--- src/rtl/cavlc_block_sequencer_if.sv ---
// Bundle of signals between the CAVLC block sequencer, its four syntax-element
// decoders, the shared bitstream shifter and the block-level requester.
// Ports: master = sequencer side, slave = environment (decoders/shifter/requester).
interface cavlc_block_sequencer_if;
   // block request / status
   logic       Start;
   logic [4:0] MaxNumCoeff;
   logic       Abort;
   logic       Busy;
   logic       BlkDone;
   logic       Error;
   // stage enables
   logic       CtEnable;
   logic       LvEnable;
   logic       TzEnable;
   logic       RbEnable;
   // per-stage shift requests
   logic [4:0] CtNumShift;
   logic [4:0] LvNumShift;
   logic [4:0] TzNumShift;
   logic [4:0] RbNumShift;
   logic       CtShiftEn;
   logic       LvShiftEn;
   logic       TzShiftEn;
   logic       RbShiftEn;
   // stage completion and results
   logic       CtDone;
   logic       LvDone;
   logic       TzDone;
   logic       RbDone;
   logic [4:0] CtTotalCoeff;
   logic [1:0] CtTrailingOnes;
   logic [3:0] TzTotalZeros;
   // latched block parameters
   logic [4:0] TotalCoeff;
   logic [1:0] TrailingOnes;
   logic [3:0] TotalZeros;
   // shared shifter port
   logic [4:0] NumShift;
   logic       ShiftEn;

   modport master (
      input  Start, MaxNumCoeff, Abort,
      input  CtNumShift, LvNumShift, TzNumShift, RbNumShift,
      input  CtShiftEn, LvShiftEn, TzShiftEn, RbShiftEn,
      input  CtDone, LvDone, TzDone, RbDone,
      input  CtTotalCoeff, CtTrailingOnes, TzTotalZeros,
      output Busy, BlkDone, Error,
      output CtEnable, LvEnable, TzEnable, RbEnable,
      output TotalCoeff, TrailingOnes, TotalZeros,
      output NumShift, ShiftEn
   );

   modport slave (
      output Start, MaxNumCoeff, Abort,
      output CtNumShift, LvNumShift, TzNumShift, RbNumShift,
      output CtShiftEn, LvShiftEn, TzShiftEn, RbShiftEn,
      output CtDone, LvDone, TzDone, RbDone,
      output CtTotalCoeff, CtTrailingOnes, TzTotalZeros,
      input  Busy, BlkDone, Error,
      input  CtEnable, LvEnable, TzEnable, RbEnable,
      input  TotalCoeff, TrailingOnes, TotalZeros,
      input  NumShift, ShiftEn
   );
endinterface

--- src/rtl/cavlc_block_sequencer.sv ---
// Sequences coeff_token -> levels -> total_zeros -> run_before for one CAVLC block,
// muxes the active stage onto the shared shifter, latches block parameters.
// Latency: Start -> CT enable next cycle; stage Done -> next enable next cycle (no gap).
// Backpressure: none; Start outside IDLE is dropped, stages hold until Done/timeout/Abort.
// Ports: Clk, nReset (async active-low), bus (master side of cavlc_block_sequencer_if).
module cavlc_block_sequencer #(
   parameter int TIMEOUT_CYCLES = 64
) (
   input logic                    Clk,
   input logic                    nReset,
   cavlc_block_sequencer_if.master bus
);

   localparam int CNT_W = (TIMEOUT_CYCLES > 1) ? $clog2(TIMEOUT_CYCLES) : 1;
   localparam logic [CNT_W-1:0] CNT_LAST = CNT_W'(TIMEOUT_CYCLES - 1);

   typedef enum logic [2:0] {
      S_IDLE, S_CT, S_LV, S_TZ, S_RB, S_FINISH, S_ERR
   } state_t;

   state_t           state_q, state_d;
   logic [4:0]       max_q, max_d;
   logic [4:0]       tc_q, tc_d;
   logic [1:0]       t1_q, t1_d;
   logic [3:0]       tz_q, tz_d;
   logic [CNT_W-1:0] cnt_q, cnt_d;

   logic             in_stage;
   logic             stage_done;
   logic [4:0]       num_shift;
   logic             shift_en;
   logic [5:0]       coeff_sum;

   always_ff @(posedge Clk or negedge nReset) begin
      if (!nReset) begin
         state_q <= S_IDLE;
         max_q   <= '0;
         tc_q    <= '0;
         t1_q    <= '0;
         tz_q    <= '0;
         cnt_q   <= '0;
      end else begin
         state_q <= state_d;
         max_q   <= max_d;
         tc_q    <= tc_d;
         t1_q    <= t1_d;
         tz_q    <= tz_d;
         cnt_q   <= cnt_d;
      end
   end

   always_comb begin
      state_d    = state_q;
      max_d      = max_q;
      tc_d       = tc_q;
      t1_d       = t1_q;
      tz_d       = tz_q;
      in_stage   = 1'b0;
      stage_done = 1'b0;
      num_shift  = '0;
      shift_en   = 1'b0;
      // 6-bit so that TotalZeros+TotalCoeff cannot wrap before the compare
      coeff_sum  = {2'b00, bus.TzTotalZeros} + {1'b0, tc_q};

      // select the active stage's shift request and completion flag
      unique case (state_q)
         S_CT: begin in_stage = 1'b1; stage_done = bus.CtDone; num_shift = bus.CtNumShift; shift_en = bus.CtShiftEn; end
         S_LV: begin in_stage = 1'b1; stage_done = bus.LvDone; num_shift = bus.LvNumShift; shift_en = bus.LvShiftEn; end
         S_TZ: begin in_stage = 1'b1; stage_done = bus.TzDone; num_shift = bus.TzNumShift; shift_en = bus.TzShiftEn; end
         S_RB: begin in_stage = 1'b1; stage_done = bus.RbDone; num_shift = bus.RbNumShift; shift_en = bus.RbShiftEn; end
         default: ;
      endcase

      unique case (state_q)
         S_IDLE: begin
            // Abort in IDLE blocks Start for that cycle
            if (bus.Start && !bus.Abort) begin
               state_d = S_CT;
               max_d   = bus.MaxNumCoeff;
               tc_d    = '0;
               t1_d    = '0;
               tz_d    = '0;
            end
         end
         S_FINISH, S_ERR: state_d = S_IDLE;
         default: begin
            // priority: Abort, then Done, then watchdog
            if (bus.Abort) begin
               state_d = S_IDLE;
            end else if (stage_done) begin
               unique case (state_q)
                  S_CT: begin
                     tc_d = bus.CtTotalCoeff;
                     t1_d = bus.CtTrailingOnes;
                     if (bus.CtTotalCoeff > max_q || {3'b000, bus.CtTrailingOnes} > bus.CtTotalCoeff)
                        state_d = S_ERR;
                     else if (bus.CtTotalCoeff == 5'd0)
                        state_d = S_FINISH;
                     else
                        state_d = S_LV;
                  end
                  S_LV: state_d = (tc_q == max_q) ? S_FINISH : S_TZ;
                  S_TZ: begin
                     tz_d = bus.TzTotalZeros;
                     if (coeff_sum > {1'b0, max_q})
                        state_d = S_ERR;
                     else if (bus.TzTotalZeros == 4'd0)
                        state_d = S_FINISH;
                     else
                        state_d = S_RB;
                  end
                  default: state_d = S_FINISH;
               endcase
            end else if (cnt_q == CNT_LAST) begin
               state_d = S_ERR;
            end
         end
      endcase

      // stage age: restarts on every state change, counts only while a stage waits
      if (state_d != state_q || !in_stage)
         cnt_d = '0;
      else
         cnt_d = cnt_q + CNT_W'(1);
   end

   assign bus.Busy         = (state_q != S_IDLE);
   assign bus.BlkDone      = (state_q == S_FINISH);
   assign bus.Error        = (state_q == S_ERR);
   assign bus.CtEnable     = (state_q == S_CT);
   assign bus.LvEnable     = (state_q == S_LV);
   assign bus.TzEnable     = (state_q == S_TZ);
   assign bus.RbEnable     = (state_q == S_RB);
   assign bus.NumShift     = num_shift;
   assign bus.ShiftEn      = shift_en;
   assign bus.TotalCoeff   = tc_q;
   assign bus.TrailingOnes = t1_q;
   assign bus.TotalZeros   = tz_q;

endmodule

--- src/flat_wrapper.sv ---
// flat-port wrapper written by rule: the top's interface ports become plain ports
module cavlc_block_sequencer_flat 
#(
   parameter int TIMEOUT_CYCLES = 64
)
  (Clk, nReset, bus_Start, bus_MaxNumCoeff, bus_Abort, bus_CtNumShift, bus_LvNumShift, bus_TzNumShift, bus_RbNumShift, bus_CtShiftEn, bus_LvShiftEn, bus_TzShiftEn, bus_RbShiftEn, bus_CtDone, bus_LvDone, bus_TzDone, bus_RbDone, bus_CtTotalCoeff, bus_CtTrailingOnes, bus_TzTotalZeros, bus_Busy, bus_BlkDone, bus_Error, bus_CtEnable, bus_LvEnable, bus_TzEnable, bus_RbEnable, bus_TotalCoeff, bus_TrailingOnes, bus_TotalZeros, bus_NumShift, bus_ShiftEn);
  cavlc_block_sequencer_if bus_i ();
  input logic Clk;
  input logic nReset;
  input wire logic [$bits(bus_i.Start)-1:0] bus_Start;
  input wire logic [$bits(bus_i.MaxNumCoeff)-1:0] bus_MaxNumCoeff;
  input wire logic [$bits(bus_i.Abort)-1:0] bus_Abort;
  input wire logic [$bits(bus_i.CtNumShift)-1:0] bus_CtNumShift;
  input wire logic [$bits(bus_i.LvNumShift)-1:0] bus_LvNumShift;
  input wire logic [$bits(bus_i.TzNumShift)-1:0] bus_TzNumShift;
  input wire logic [$bits(bus_i.RbNumShift)-1:0] bus_RbNumShift;
  input wire logic [$bits(bus_i.CtShiftEn)-1:0] bus_CtShiftEn;
  input wire logic [$bits(bus_i.LvShiftEn)-1:0] bus_LvShiftEn;
  input wire logic [$bits(bus_i.TzShiftEn)-1:0] bus_TzShiftEn;
  input wire logic [$bits(bus_i.RbShiftEn)-1:0] bus_RbShiftEn;
  input wire logic [$bits(bus_i.CtDone)-1:0] bus_CtDone;
  input wire logic [$bits(bus_i.LvDone)-1:0] bus_LvDone;
  input wire logic [$bits(bus_i.TzDone)-1:0] bus_TzDone;
  input wire logic [$bits(bus_i.RbDone)-1:0] bus_RbDone;
  input wire logic [$bits(bus_i.CtTotalCoeff)-1:0] bus_CtTotalCoeff;
  input wire logic [$bits(bus_i.CtTrailingOnes)-1:0] bus_CtTrailingOnes;
  input wire logic [$bits(bus_i.TzTotalZeros)-1:0] bus_TzTotalZeros;
  output wire logic [$bits(bus_i.Busy)-1:0] bus_Busy;
  output wire logic [$bits(bus_i.BlkDone)-1:0] bus_BlkDone;
  output wire logic [$bits(bus_i.Error)-1:0] bus_Error;
  output wire logic [$bits(bus_i.CtEnable)-1:0] bus_CtEnable;
  output wire logic [$bits(bus_i.LvEnable)-1:0] bus_LvEnable;
  output wire logic [$bits(bus_i.TzEnable)-1:0] bus_TzEnable;
  output wire logic [$bits(bus_i.RbEnable)-1:0] bus_RbEnable;
  output wire logic [$bits(bus_i.TotalCoeff)-1:0] bus_TotalCoeff;
  output wire logic [$bits(bus_i.TrailingOnes)-1:0] bus_TrailingOnes;
  output wire logic [$bits(bus_i.TotalZeros)-1:0] bus_TotalZeros;
  output wire logic [$bits(bus_i.NumShift)-1:0] bus_NumShift;
  output wire logic [$bits(bus_i.ShiftEn)-1:0] bus_ShiftEn;
  assign bus_i.Start = bus_Start;
  assign bus_i.MaxNumCoeff = bus_MaxNumCoeff;
  assign bus_i.Abort = bus_Abort;
  assign bus_i.CtNumShift = bus_CtNumShift;
  assign bus_i.LvNumShift = bus_LvNumShift;
  assign bus_i.TzNumShift = bus_TzNumShift;
  assign bus_i.RbNumShift = bus_RbNumShift;
  assign bus_i.CtShiftEn = bus_CtShiftEn;
  assign bus_i.LvShiftEn = bus_LvShiftEn;
  assign bus_i.TzShiftEn = bus_TzShiftEn;
  assign bus_i.RbShiftEn = bus_RbShiftEn;
  assign bus_i.CtDone = bus_CtDone;
  assign bus_i.LvDone = bus_LvDone;
  assign bus_i.TzDone = bus_TzDone;
  assign bus_i.RbDone = bus_RbDone;
  assign bus_i.CtTotalCoeff = bus_CtTotalCoeff;
  assign bus_i.CtTrailingOnes = bus_CtTrailingOnes;
  assign bus_i.TzTotalZeros = bus_TzTotalZeros;
  assign bus_Busy = bus_i.Busy;
  assign bus_BlkDone = bus_i.BlkDone;
  assign bus_Error = bus_i.Error;
  assign bus_CtEnable = bus_i.CtEnable;
  assign bus_LvEnable = bus_i.LvEnable;
  assign bus_TzEnable = bus_i.TzEnable;
  assign bus_RbEnable = bus_i.RbEnable;
  assign bus_TotalCoeff = bus_i.TotalCoeff;
  assign bus_TrailingOnes = bus_i.TrailingOnes;
  assign bus_TotalZeros = bus_i.TotalZeros;
  assign bus_NumShift = bus_i.NumShift;
  assign bus_ShiftEn = bus_i.ShiftEn;
  cavlc_block_sequencer #(.TIMEOUT_CYCLES(TIMEOUT_CYCLES)) u_core (.Clk(Clk), .nReset(nReset), .bus(bus_i));
endmodule
--- config.mk ---
export PLATFORM = sky130hd
export DESIGN_NAME = cavlc_block_sequencer_flat
export DESIGN_NICKNAME = d
export VERILOG_FILES = /design/src/rtl/cavlc_block_sequencer_if.sv /design/src/rtl/cavlc_block_sequencer.sv /design/src/flat_wrapper.sv
export SDC_FILE = /design/constraint.sdc
export NUM_CORES = 1
export LEC_CHECK = 0
export BUFFER_PORTS_ARGS = -buffer_cell sky130_fd_sc_hd__buf_4
export CAP_MARGIN = 5
export CORE_ASPECT_RATIO = 1.4
export CORE_MARGIN = 3
export CORE_UTILIZATION = 41
export DETAILED_ROUTE_END_ITERATION = 10
export PLACE_DENSITY = 0.66
export SYNTH_ARGS = -nofsm -noshare
export SYNTH_HDL_FRONTEND = slang
export SYNTH_SLANG_ARGS = --single-unit
--- constraint.sdc ---
create_clock -name Clk -period 3.3 [get_ports Clk]
set_clock_uncertainty 0.1 [all_clocks]
set_input_delay 0.66 -clock Clk [delete_from_list [all_inputs] [get_ports Clk]]
set_output_delay 0.66 -clock Clk [all_outputs]
set_load 0.1 [all_outputs]
==> run metrics <==
leakage power=1.37 nW; maximum vdd ir drop=0.244 mV; wire per inst=15.2 um; R2R Path Start=u_core.bus.TotalCoeff[0]$_DFFE_PN0P_; n_diodes=0; htree depth=1; Max Root-Sink Buffers=2; Final Hold Vio Count=0; Placement Rows=30; vias in the first global route=1,950; unrepaired setup endpoints after global routing=no; final setup vio count=0; Syn Area/Cell=8.73 sq um; Max Cap Viol=0; Die W=~66 um; DRT Pass-1 Iters=4; Syn Inst Count=237; Worst Setup Slack post-DPL=-191 ps; delay-heaviest family, CP=adder cells; Pwr Density=between 400 and 500 nW/um^2; critical path class=reg -> reg; Max stage delay on crit path=520 ps; clock transition at the registers of the reported paths=100 ps; Period minus WS final=approximately 3100 ps; Compound-Gate Fraction of Synth Area=24.4%; Tightest Pin Transition=about 570 ps; CP Launch Type=register; Area growth syn-to-layout=35.7%; YS warnings=0; Hold Crit Class=in -> async; GPL Wtd Cong=0.869; largest family of logic cells by synthesized area=compound AO/OA/AOI/OAI gates; first-pass GRT wire length=9060 um; XOR/XNOR Fraction of Synth Area=5.50%; Num CTS Buffers=3; Async S/R FF share, synth=100%; Cell Area, Synth=2070 sq um; worst reg-to-reg path cell count=12; mux cell area share after synthesis=2.96%; PnR Total Power=0.00116 W; layout cells sized above 1=34.3%; FMAX=approximately 320 MHz; status=finished, final reports clean; CP arrival=approximately 3200 ps; GRT overflow=0; simple-gate share of the synthesized area=about a fifth; Die Ht=90.1 um; CP Data Required Time=3410 ps; Yosys reg bits=25; register area share after synthesis=30.2%; setup_tns=0 ps; final instance area=2810 sq um; Worst Setup End Kind=register; I/O Pins=72; Port Buffers=71; relative slew slack=61.8%; Synth Area in Adders=roughly an eighth; Post-Syn Nets=304; Main synth FF type=dfrtp_1; largest net degree at the start of global routing=26; gr usage total=between 10% and 20%; Reg2Reg Setup Slack=roughly 170 ps; r2r endpoint=u_core.cnt_q[0]$_DFF_PN0_; worst-path cell chain=ha_2 > fa_1 > a21o_1 > a21oi_2 > xnor2_1 > ha_1 > mux2i_1 > a21oi_1 > or4_4 > a21oi_4 > o211ai_4 > nor2_1; via count=2,062; root buffer cell=clkbuf_8; CTS tree=yes; # DRC=0; Die ar.=5950 sq um; Total Wirelength=5720 um; Post-synth EDFFs=0; DRT iter0 DRCs=around 100; slowest stage cell, crit path=dfrtp_4; slack of the critical path=approximately 170 ps; routed vias/inst=5.48; placed cell areas=between 2000 and 3000 sq um; part of the cycle the worst path needs=95.0%; antenna-violating nets left=0; Worst-Skew Late Latency=280 ps; maximum net fanout on the critical path=6; Netlist cell types=between 50 and 60; fin util=57.6%; core box area=roughly 4900 sq um; final slew viol count=0; CTS Sinks=25; Worst Path Buf+Inv=0; layout net count=380; initial antenna violation count=0; Starting Density=42.4%; post-DP HPWL=4510 um; Post-CTS Hold Buffers=0
## area by class of cell
type / instances / area (sq um)
clock buffers: 3 / 41.3
flip-flops and latches: 25 / 632
well taps: 64 / 80.1
inverters: 14 / 52.6
clock inverters: 1 / 8.76
fillers: 472 / 2070
repair buffers: 78 / 586
multi-input cells: 191 / 1410
## metal layers
layer,track usage [%],wire length [um],vias to the layer above
li1,-,-,1020
met1,24.3,2360,966
met2,33.6,2910,72
met3,2.13,412,4
met4,4.41,30,0
met5,0,0,-
## state kept, by name, summed over array words and instances, names as in the netlist
name / cells
u_core.bus.TotalZeros: 4
u_core.cnt_q: 6
u_core.max_q: 5
u_core.bus.TotalCoeff: 5
u_core.state_q: 3
u_core.bus.TrailingOnes: 2
## synth_stat cells (2+ instances only)
cell / count / area [sq um]
a22oi_1: 4 / 30.0
o211ai_1: 3 / 22.5
xor2_1: 8 / 70.1
o221a_2: 2 / 22.5
nor2b_1: 6 / 37.5
clkbuf_1: 3 / 11.3
mux2i_1: 5 / 50.1
inv_1: 12 / 45.0
nor3_1: 5 / 25.0
a21oi_1: 11 / 55.1
nor2_1: 16 / 60.1
or3_1: 3 / 18.8
dfrtp_1: 25 / 626
a22o_1: 9 / 78.8
nand3_1: 8 / 40.0
a21o_1: 4 / 30.0
ha_1: 18 / 225
buf_4: 2 / 15.0
nand2_1: 26 / 97.6
nand2b_1: 2 / 12.5
and3_1: 5 / 31.3
xnor2_1: 5 / 43.8
o22ai_1: 5 / 31.3
o21ai_0: 13 / 65.1
or4_1: 2 / 15.0
inv_2: 2 / 7.51
a221o_1: 2 / 20.0
buf_2: 2 / 10.0
nand3b_1: 2 / 15.0
## power breakdown
part	switching, W	internal [W]	leakage (nW)
logic	0.000388	0.000205	1.02
clock network	0.000107	0.0000886	0.0261
registers	0.0000296	0.000340	0.332
## layout by cell type (no fill, tap or decap), drive strengths merged, types with 3 or more instances in the layout
master and count:
a22o 9, o21ai 14, nor2 17, clkbuf 3, a211oi 3, nand3 8
a21o 4, nor3 6, nor2b 6, a21oi 11, mux2i 5, nand2 26
xor2 8, dfrtp 25, buf 78, and3 5, inv 15, o22ai 5
xnor2 5, or3 3, a22oi 4, ha 18, o211ai 4
## logic make-up (layout without fill, tap and decap cells)
group           after synthesis  after routing
simple gates                 84             84
compound gates               69             69
flops                        25             25
buf+inv                      21             96
fa+ha+maj                    19             19
xor+xnor                     13             13
mux                           6              6
## per-stage QoR
stage | hold WS, ps | instances
after floorplan | 264 | 237
after global placement | 366 | 371
after detailed placement | 374 | 371
after CTS | 185 | 375
after global routing | 184 | 376
final | 179 | 376
## worst max-delay path by stage
stage                                         startpoint  cells past startpoint                        end
floorplan                    u_core.state_q[2]$_DFF_PN0_                      5            bus_NumShift[0]
global placement                     bus_TzTotalZeros[0]                     13  u_core.cnt_q[5]$_DFF_PN0_
detailed placement                   bus_TzTotalZeros[0]                     14  u_core.cnt_q[2]$_DFF_PN0_
CTS                 u_core.bus.TotalCoeff[0]$_DFFE_PN0P_                     12  u_core.cnt_q[2]$_DFF_PN0_
global route        u_core.bus.TotalCoeff[0]$_DFFE_PN0P_                     13  u_core.cnt_q[0]$_DFF_PN0_
finish              u_core.bus.TotalCoeff[0]$_DFFE_PN0P_                     12  u_core.cnt_q[0]$_DFF_PN0_
## what timing repair did
| action | CTS | global route |
|---|---|---|
| resized for setup | 0 | 7 |
| buffers inserted | 0 | 1 |
| endpoints found under the setup margin | 0 | 6 |
## worst reg2reg max path, stage by stage (launching register included)
cell      delay (ps)
dfrtp_4          520
ha_2             200
fa_1             370
a21o_1           180
a21oi_2          150
xnor2_1           80
ha_1             290
mux2i_1          190
a21oi_1           70
or4_4            460
a21oi_4          200
o211ai_4         140
nor2_1           120
No activity file was read; power rests on OpenSTA's default activity.
